**config.mk**
```make
export PLATFORM = sky130hd
export DESIGN_NAME = force_chan_bank_flat
export DESIGN_NICKNAME = d
export VERILOG_FILES = /design/src/rtl/force_chan_bank_pkg.sv /design/src/rtl/force_chan_bank_if.sv /design/src/rtl/force_chan_bank_force_chan.sv /design/src/rtl/force_chan_bank.sv /design/src/flat_wrapper.sv
export SDC_FILE = /design/constraint.sdc
export NUM_CORES = 1
export LEC_CHECK = 0
export ABC_AREA = 1
export CAP_MARGIN = 20
export CORE_MARGIN = 5
export CORE_UTILIZATION = 40
export CTS_CLUSTER_SIZE = 28
export DETAILED_ROUTE_END_ITERATION = 16
export PLACE_DENSITY = 0.88
export SLEW_MARGIN = 40
export SYNTH_ARGS = -nofsm -noshare
export SYNTH_HDL_FRONTEND = slang
export SYNTH_SLANG_ARGS = --single-unit
```
**constraint.sdc**
```tcl
create_clock -name i_clk -period 1.17 [get_ports i_clk]
set_input_delay 0.234 -clock i_clk [delete_from_list [all_inputs] [get_ports i_clk]]
set_output_delay 0.234 -clock i_clk [all_outputs]
set_load 0.005 [all_outputs]
```
**src/rtl/force_chan_bank_pkg.sv**
```systemverilog
// rtl/force_chan_bank_pkg.sv - shared types, constants and helpers for force_chan_bank
package force_chan_bank_pkg;

   // Override target: channel output only, or the channel register itself
   typedef enum logic {
      FT_OUT = 1'b0,
      FT_REG = 1'b1
   } force_target_e;

   localparam int DEF_CNTW = 8;

   // Channel index width, never narrower than one bit
   function automatic int chan_idx_w(input int n);
      int w;
      w = $clog2(n);
      return (w < 1) ? 1 : w;
   endfunction

endpackage

```
**src/rtl/force_chan_bank_if.sv**
```systemverilog
// rtl/force_chan_bank_if.sv - load/force/release command bus and visible state of force_chan_bank
interface force_chan_bank_if
   import force_chan_bank_pkg::*;
#(
   parameter int WIDTH = 4,
   parameter int NCHAN = 4,
   parameter int CNTW  = DEF_CNTW,
   parameter int CHW   = chan_idx_w(NCHAN)
);
   logic [NCHAN-1:0]       in_vld;
   logic [NCHAN*WIDTH-1:0] in_data;
   logic                   force_req;
   logic [CHW-1:0]         force_chan;
   logic [WIDTH-1:0]       force_val;
   logic [CNTW-1:0]        force_cycles;
   logic                   release_req;
   logic [CHW-1:0]         release_chan;
   logic [NCHAN*WIDTH-1:0] out;
   logic [NCHAN*WIDTH-1:0] r;
   logic [NCHAN-1:0]       forced;

   modport master (
      output in_vld, in_data, force_req, force_chan, force_val, force_cycles,
      output release_req, release_chan,
      input  out, r, forced
   );

   modport slave (
      input  in_vld, in_data, force_req, force_chan, force_val, force_cycles,
      input  release_req, release_chan,
      output out, r, forced
   );
endinterface

```
**src/rtl/force_chan_bank_force_chan.sv**
```systemverilog
// rtl/force_chan_bank_force_chan.sv - one channel: register, override value, force flag, output mux
// FORCE_CHAN_BANK_TIMED_EN builds the per-channel auto-release counter.
module force_chan
   import force_chan_bank_pkg::*;
#(
   parameter int               WIDTH        = 4,
   parameter logic [WIDTH-1:0] RESET_VAL    = WIDTH'(1),
   parameter force_target_e    FORCE_TARGET = FT_OUT,
   parameter int               CNTW         = DEF_CNTW
) (
   input  logic             i_clk,
   input  logic             i_reset,
   input  logic             i_vld,
   input  logic [WIDTH-1:0] i_data,
   input  logic             i_force,
   input  logic [WIDTH-1:0] i_force_val,
   input  logic [CNTW-1:0]  i_force_cycles,
   input  logic             i_release,
   output logic [WIDTH-1:0] o_out,
   output logic [WIDTH-1:0] o_r,
   output logic             o_forced
);

   logic [WIDTH-1:0] r_r;
   logic [WIDTH-1:0] r_fval;
   logic             r_forced;
   logic             w_expire;

`ifdef FORCE_CHAN_BANK_TIMED_EN
   logic [CNTW-1:0] r_cnt;

   // Countdown: loaded by a force, cleared by release, steps only while forced
   always_ff @(posedge i_clk) begin
      if (i_reset) begin
         r_cnt <= '0;
      end else if (i_force) begin
         r_cnt <= i_force_cycles;
      end else if (i_release) begin
         r_cnt <= '0;
      end else if (r_forced && (r_cnt != '0)) begin
         r_cnt <= r_cnt - 1'b1;
      end
   end

   // A count of 1 on a forced channel means this edge is the last forced one
   assign w_expire = r_forced && (r_cnt == CNTW'(1));
`else
   logic w_unused_cycles;
   assign w_unused_cycles = ^i_force_cycles;
   assign w_expire        = 1'b0;
`endif

   // Force flag and override value; force beats release on the same edge
   always_ff @(posedge i_clk) begin
      if (i_reset) begin
         r_fval   <= '0;
         r_forced <= 1'b0;
      end else if (i_force) begin
         r_fval   <= i_force_val;
         r_forced <= 1'b1;
      end else if (i_release || w_expire) begin
         r_forced <= 1'b0;
      end
   end

   // Channel register; in register-target mode the override owns it while forced
   always_ff @(posedge i_clk) begin
      if (i_reset) begin
         r_r <= RESET_VAL;
      end else if ((FORCE_TARGET == FT_REG) && i_force) begin
         r_r <= i_force_val;
      end else if ((FORCE_TARGET == FT_REG) && r_forced) begin
         r_r <= r_fval;
      end else if (i_vld) begin
         r_r <= i_data;
      end
   end

   assign o_out    = ((FORCE_TARGET == FT_OUT) && r_forced) ? r_fval : r_r;
   assign o_r      = r_r;
   assign o_forced = r_forced;

endmodule

```
**src/rtl/force_chan_bank.sv**
```systemverilog
// rtl/force_chan_bank.sv - bank of NCHAN registered channels with force/release override
// FORCE_CHAN_BANK_TIMED_EN enables timed auto-release inside each channel.
module force_chan_bank
   import force_chan_bank_pkg::*;
#(
   parameter int               WIDTH        = 4,
   parameter int               NCHAN        = 4,
   parameter logic [WIDTH-1:0] RESET_VAL    = WIDTH'(1),
   parameter force_target_e    FORCE_TARGET = FT_OUT,
   parameter int               CNTW         = DEF_CNTW,
   parameter int               CHW          = chan_idx_w(NCHAN)
) (
   input logic              i_clk,
   input logic              i_reset,
   force_chan_bank_if.slave bus_if
);

   logic [NCHAN-1:0]       w_force_hit;
   logic [NCHAN-1:0]       w_release_hit;
   logic [NCHAN*WIDTH-1:0] w_out;
   logic [NCHAN*WIDTH-1:0] w_r;
   logic [NCHAN-1:0]       w_forced;

   // Out-of-range channel indices match no channel, so such commands fall away
   for (genvar g = 0; g < NCHAN; g++) begin : g_chan
      assign w_force_hit[g]   = bus_if.force_req   && (bus_if.force_chan   == CHW'(g));
      assign w_release_hit[g] = bus_if.release_req && (bus_if.release_chan == CHW'(g));

      force_chan #(
         .WIDTH        (WIDTH),
         .RESET_VAL    (RESET_VAL),
         .FORCE_TARGET (FORCE_TARGET),
         .CNTW         (CNTW)
      ) u_chan (
         .i_clk          (i_clk),
         .i_reset        (i_reset),
         .i_vld          (bus_if.in_vld[g]),
         .i_data         (bus_if.in_data[g*WIDTH +: WIDTH]),
         .i_force        (w_force_hit[g]),
         .i_force_val    (bus_if.force_val),
         .i_force_cycles (bus_if.force_cycles),
         .i_release      (w_release_hit[g]),
         .o_out          (w_out[g*WIDTH +: WIDTH]),
         .o_r            (w_r[g*WIDTH +: WIDTH]),
         .o_forced       (w_forced[g])
      );
   end

   assign bus_if.out    = w_out;
   assign bus_if.r      = w_r;
   assign bus_if.forced = w_forced;

endmodule

```
**src/flat_wrapper.sv**
```systemverilog
// flat-port wrapper written by rule: the top's interface ports become plain ports
module force_chan_bank_flat import force_chan_bank_pkg::*;
#(
   parameter int               WIDTH        = 4,
   parameter int               NCHAN        = 4,
   parameter logic [WIDTH-1:0] RESET_VAL    = WIDTH'(1),
   parameter force_target_e    FORCE_TARGET = FT_OUT,
   parameter int               CNTW         = DEF_CNTW,
   parameter int               CHW          = chan_idx_w(NCHAN)
)
  (i_clk, i_reset, bus_if_in_vld, bus_if_in_data, bus_if_force_req, bus_if_force_chan, bus_if_force_val, bus_if_force_cycles, bus_if_release_req, bus_if_release_chan, bus_if_out, bus_if_r, bus_if_forced);
  force_chan_bank_if #(.WIDTH(WIDTH), .NCHAN(NCHAN), .CNTW(CNTW), .CHW(CHW)) bus_if_i ();
  input logic i_clk;
  input logic i_reset;
  input wire logic [$bits(bus_if_i.in_vld)-1:0] bus_if_in_vld;
  input wire logic [$bits(bus_if_i.in_data)-1:0] bus_if_in_data;
  input wire logic [$bits(bus_if_i.force_req)-1:0] bus_if_force_req;
  input wire logic [$bits(bus_if_i.force_chan)-1:0] bus_if_force_chan;
  input wire logic [$bits(bus_if_i.force_val)-1:0] bus_if_force_val;
  input wire logic [$bits(bus_if_i.force_cycles)-1:0] bus_if_force_cycles;
  input wire logic [$bits(bus_if_i.release_req)-1:0] bus_if_release_req;
  input wire logic [$bits(bus_if_i.release_chan)-1:0] bus_if_release_chan;
  output wire logic [$bits(bus_if_i.out)-1:0] bus_if_out;
  output wire logic [$bits(bus_if_i.r)-1:0] bus_if_r;
  output wire logic [$bits(bus_if_i.forced)-1:0] bus_if_forced;
  assign bus_if_i.in_vld = bus_if_in_vld;
  assign bus_if_i.in_data = bus_if_in_data;
  assign bus_if_i.force_req = bus_if_force_req;
  assign bus_if_i.force_chan = bus_if_force_chan;
  assign bus_if_i.force_val = bus_if_force_val;
  assign bus_if_i.force_cycles = bus_if_force_cycles;
  assign bus_if_i.release_req = bus_if_release_req;
  assign bus_if_i.release_chan = bus_if_release_chan;
  assign bus_if_out = bus_if_i.out;
  assign bus_if_r = bus_if_i.r;
  assign bus_if_forced = bus_if_i.forced;
  force_chan_bank #(.WIDTH(WIDTH), .NCHAN(NCHAN), .RESET_VAL(RESET_VAL), .FORCE_TARGET(FORCE_TARGET), .CNTW(CNTW), .CHW(CHW)) u_core (.i_clk(i_clk), .i_reset(i_reset), .bus_if(bus_if_i));
endmodule
```
==> Word level (Yosys, flattened, before mapping) <==
Index checks and enable logic that the tools add are counted.
{ "totals": {"in_bits": 40, "ff_bits": 36, "word_cells": 44} }
{ "op_classes": {"reduce_logical": 14, "muxes": 12, "n_eq_ne": 6} }
{ "op_table": {"columns": ["operator", "n"], "rows": [
  ["two-way mux 4 bit", 4],
  ["== test 2 bit, second input constant", 4],
  ["logical AND 1 bit", 8],
  ["two-way mux 1 bit", 8],
  ["nonzero test 2 bit", 4],
  ["== test 2 x 1 -> 1 bit, second input constant", 2],
  ["zero test 2 bit", 2]
]} }

==> Longest topological paths before layout <==
Gate-level depths: netlist of the first run.
{ "logic_depth": {"depth_word": 4, "depth_mapped": 6} }

==> Cells and area by module <==
A second synthesis of the first run with hierarchy kept.
{ "hier_totals": {"cells_unflattened": 224, "hier_area_um2": 1546.5} }
{ "modules_own_cells": {"columns": ["mod", "cells_each", "seq_area_each_um2", "area_each_um2", "instances"], "rows": [
  ["force_chan", 52, 180.2, 371.6, 4],
  ["force_chan_bank", 16, 0.0, 60.1, 1]
]} }

==> Worst setup path after synthesis of the first run <==
Ideal clock, no wire load.
{ "synth_timing": {"path_type": "register to output", "start": "reg u_core.g_chan[2].u_chan.r_forced", "end": "out bus_if_out[10]", "setup_slack_ps": 179, "t_arrival_ps": 757, "required_ps": 936, "path_stages_with_launch": 4, "path_cell_list": "dfxtp_1 clkbuf_1 nor2_1 a21oi_1"} }
{ "synth_between": {"elab_chain_len": 1} }
{ "synth_rtl": {"columns": ["item", "line_no", "rtl"], "rows": [
  ["start, declared", "force_chan_bank_force_chan.sv:26", "logic r_forced;"],
  ["start signal, assigned", "force_chan_bank_force_chan.sv:57", "r_forced <= 1'b0;"],
  ["start signal, assigned", "force_chan_bank_force_chan.sv:60", "r_forced <= 1'b1;"],
  ["start signal, assigned", "force_chan_bank_force_chan.sv:62", "r_forced <= 1'b0;"],
  ["two-way mux 4 bit", "force_chan_bank_force_chan.sv:79", "assign o_out = ((FORCE_TARGET == FT_OUT) && r_forced) ? r_fval : r_r;"],
  ["end, declared", "flat_wrapper.sv:23", "output wire logic [$bits(bus_if_i.out)-1:0] bus_if_out;"]
]} }
No other way between the ends.

==> Worst setup path after layout of the first run <==
{ "layout_timing": {"start": "reg u_core.g_chan[2].u_chan.r_forced", "end": "out bus_if_out[11]"} }
Same word-level chain as after synthesis.

==> results of run 1 <==
==> worst max-delay path, stage by stage (launching register included) <==
cell and delay (ns):
dfxtp_4 0.37, buf_6 0.13, nor2_4 0.04, a21oi_2 0.13, buf_2 0.13
==> cells in the final DEF, fill, tap and decap left out, types with 7 or more instances in the layout <==
cell type / n
a21oi_1: 20
dfxtp_2: 12
dfxtp_1: 20
nand3_1: 9
buf_2: 26
clkdlybuf4s50_1: 29
o21ai_0: 14
a21oi_2: 7
buf_4: 24
inv_1: 24
nand2_1: 35
nor2_4: 8
nor2_1: 33
buf_6: 8
==> routing by layer <==
layer | GRT usage (%) | wire [µm]
met1 | 20.99 | 2001
met2 | 32.66 | 2444
met3 | 6.094 | 362
met4 | 5.328 | 50
met5 | 0 | 0
==> logic make-up (layout without fill, tap and decap cells) <==
kind of cell,after synthesis,after routing
buf+inv,38,135
simple gates,100,100
flops,36,36
compound gates,48,48
==> where the power goes <==
group          switching, mW  internal, mW
logic                  0.293         0.360
clock network          0.414         0.480
registers             0.0472          1.30
==> flip-flops by register name, summed over array words and instances (netlist names) <==
signal	flops
u_core.g_chan.u_chan.o_r	16
u_core.g_chan.u_chan.r_fval	16
u_core.g_chan.u_chan.o_forced	4
==> metrics by stage <==
stage	setup slack [ns]	cells	area, µm²	hold WS (ns)	total power, mW
floorplan	0.1788	222	1559	0.3031	1.568
detailed placement	-0.2905	350	2439	0.4613	1.992
global placement	-0.2576	350	2439	0.4545	1.975
finish	-0.1502	367	2673	0.4213	2.891
CTS	-0.1812	366	2554	0.4703	2.862
global route	-0.2111	367	2673	0.4554	3.044
==> how the worst min path moves through the flow <==
| stage | startpoint | endpoint | slack, ns | cells after the start |
|---|---|---|---|---|
| finish | bus_if_force_chan[1] | u_core.g_chan[0].u_chan.r_fval[0] | 0.42 | 4 |
| global route | bus_if_force_chan[1] | u_core.g_chan[0].u_chan.r_fval[1] | 0.46 | 4 |
| CTS | u_core.g_chan[1].u_chan.r_fval[0] | u_core.g_chan[1].u_chan.r_fval[0] | 0.47 | 2 |
| detailed placement | u_core.g_chan[1].u_chan.r_fval[0] | u_core.g_chan[1].u_chan.r_fval[0] | 0.46 | 2 |
| global placement | u_core.g_chan[1].u_chan.r_fval[1] | u_core.g_chan[1].u_chan.r_fval[1] | 0.45 | 2 |
| floorplan | i_reset | u_core.g_chan[2].u_chan.o_forced | 0.30 | 1 |
==> cells in the mapped netlist <==
master,number,area [µm²]
clkbuf_1,5,18.77
nand3_4,2,35.03
nand2_1,41,153.9
nand3_2,1,10.01
a21oi_1,27,135.1
nand3_1,9,45.04
inv_2,1,3.750
nor2_2,1,6.260
nor2_1,42,157.7
buf_2,3,15.01
o21ai_0,21,105.1
buf_4,5,37.54
nand2_2,1,6.260
dfxtp_1,36,720.7
inv_1,24,90.09
nand4_1,3,18.77
==> area by class of cell <==
type / instances / area share (%)
Clock buffer: 8 / 3.371
Inverter: 25 / 3.511
Multi-Input combinational cell: 148 / 30.48
Sequential cell: 36 / 28.09
Tap cell: 48 / 2.247
Timing Repair Buffer: 102 / 32.30
==> repair_timing <==
action | 4_1_cts | 5_1_grt
hold buffers | 0 | 0
pin swaps | 11 | 7
resized for setup | 169 | 35
buffers inserted | 9 | 1
hold endpoints to repair | 0 | 0
setup endpoints to repair | 36 | 29
==> key figures, run 1 <==
Route
  – First-pass DRT Iterations: 4
  – Via-to-Cell Ratio: ~4.7
  – Antenna Nets Post-Route: 0
  – Final WL: 4858 µm
  – WL per Instance: around 13 µm
  – Vias: 1715
  – DRC: 0
  – Initial drt markers: between 60 and 70

Synth
  – Synthesized cell area: roughly 1600 µm²
  – Number of synthesized register bits: 36
  – Synth Area in Compound Gates: about 15%
  – Main combinational cell family by area after synthesis: simple AND/OR/NAND/NOR gates
  – Yosys warns: 0
  – Cell variety after synth: 16
  – Post-synthesis xor/xnor area fraction: 0%
  – Mapped Cells: approximately 220
  – Register area share after synthesis: 46.23%
  – Synth Area in Adders: 0%
  – Synthesized area per cell: 7.022 µm²
  – Synthesized net count: about 260
  – Post-synthesis simple-gate area fraction: roughly 28%
  – Mux share of post-synthesis cell area: 0%

Outcome
  – Status: finished with violations
  – Violated checks: negative setup slack

Place
  – RePlAce Congestion: 0.7563
  – Detailed Place HPWL: 3301 µm
  – Input/output buffers: 67

Timing
  – Final worst slack: -0.1502 ns
  – Max Clock Freq: 757.5 MHz
  – RSZ-0062 raised after global routing: yes
  – Clock Skew: 0 ns
  – Min cycle time layout: about 1.3 ns
  – Final worst path period share: 112.8%
  – Slew margin rel.: around three quarters
  – Setup TNS: -1.490 ns
  – Final Hold Vio Count: 0
  – Slew Limit Fails: 0
  – Slew of the pin with the lowest slew margin: between 0.4 and 0.5 ns
  – # setup viols final: 16

Worst setup path
  – CP arrival: 1.09 ns
  – Worst setup EP type: output pin
  – Reg-to-reg critical path startpoint: u_core.g_chan[0].u_chan.o_forced
  – Critical Path RT: ~0.94 ns
  – Reg2reg setup slack: between 0.3 and 0.4 ns
  – Crit path kind: register to output pin
  – Worst Path Max Fanout: 5
  – Worst Setup SP: u_core.g_chan[2].u_chan.o_forced
  – R2R cell count: 4
  – Worst R2R End: u_core.g_chan[0].u_chan.o_forced
  – Crit path to: bus_if_out[11]
  – Crit start category: register

Global route
  – Largest net degree at the start of global routing: 20
  – Tot GR Track Use: ~18%
  – First-pass GRT wire length: 7562 µm
  – Aggregate global routing overflow: 0
  – Initial antenna violation count: 0
  – Vias in the first global route: ~1.7k

CTS
  – Bufs on Longest Clock Path: 2
  – Inserted Clock Buffers: 5
  – Num Clock Sinks: 36
  – TritonCTS clock tree: yes
  – CTS root buffer: clkbuf_8
  – Clock latency on the worst-skew pair: 0.28 ns
  – Clock transition at path regs: 0.06 ns
  – # H-tree levels: 2

Floorplanning
  – # IOs: 76
  – Initial Utilization: 41.95%
  – Die ar.: 5246 µm²
  – Die width: about 72 µm
  – Row count: 22
  – Die H: 72.43 µm
  – Core Area: around 3700 µm²

Power and ir drop
  – Power Density: about 1100 nW/µm²
  – P_leak: ~1.3 nW
  – Worst vdd ir: around 0.78 mV

Cells and area
  – Layout cells sized above 1: between 30% and 40%
  – Ant. Diodes: 0
  – Storage cell area: 750.7 µm²
  – Filler cells: slightly above 300
  – Multi-input gate area: 814.5 µm²
  – Layout area overhead: 71.43%
  – Final core occ: between 70% and 80%
  – Final net count: around 360

Hold path
  – Min-Delay Path Class: input pin to register

Run
  – Max-Cap Viols: 0
(Power assumes the default switching activity.)
==> inputs of run 2 (changes only) <==
--- a/config.mk
+++ b/config.mk
@@ -9,7 +9,6 @@
 export CAP_MARGIN = 20
 export CORE_MARGIN = 5
 export CORE_UTILIZATION = 40
-export CTS_CLUSTER_SIZE = 28
 export DETAILED_ROUTE_END_ITERATION = 16
 export PLACE_DENSITY = 0.88
 export SLEW_MARGIN = 40
==> results of run 2 <==
Final layout, timing and power as in run 1 (identical DEF).
==> inputs of run 3 (changes only) <==
--- a/config.mk
+++ b/config.mk
@@ -9,6 +9,7 @@
 export CAP_MARGIN = 20
 export CORE_MARGIN = 5
 export CORE_UTILIZATION = 40
+export CTS_CLUSTER_DIAMETER = 100
 export DETAILED_ROUTE_END_ITERATION = 16
 export PLACE_DENSITY = 0.88
 export SLEW_MARGIN = 40
==> results of run 3 <==
Final layout, timing and power as in run 1 (identical DEF).
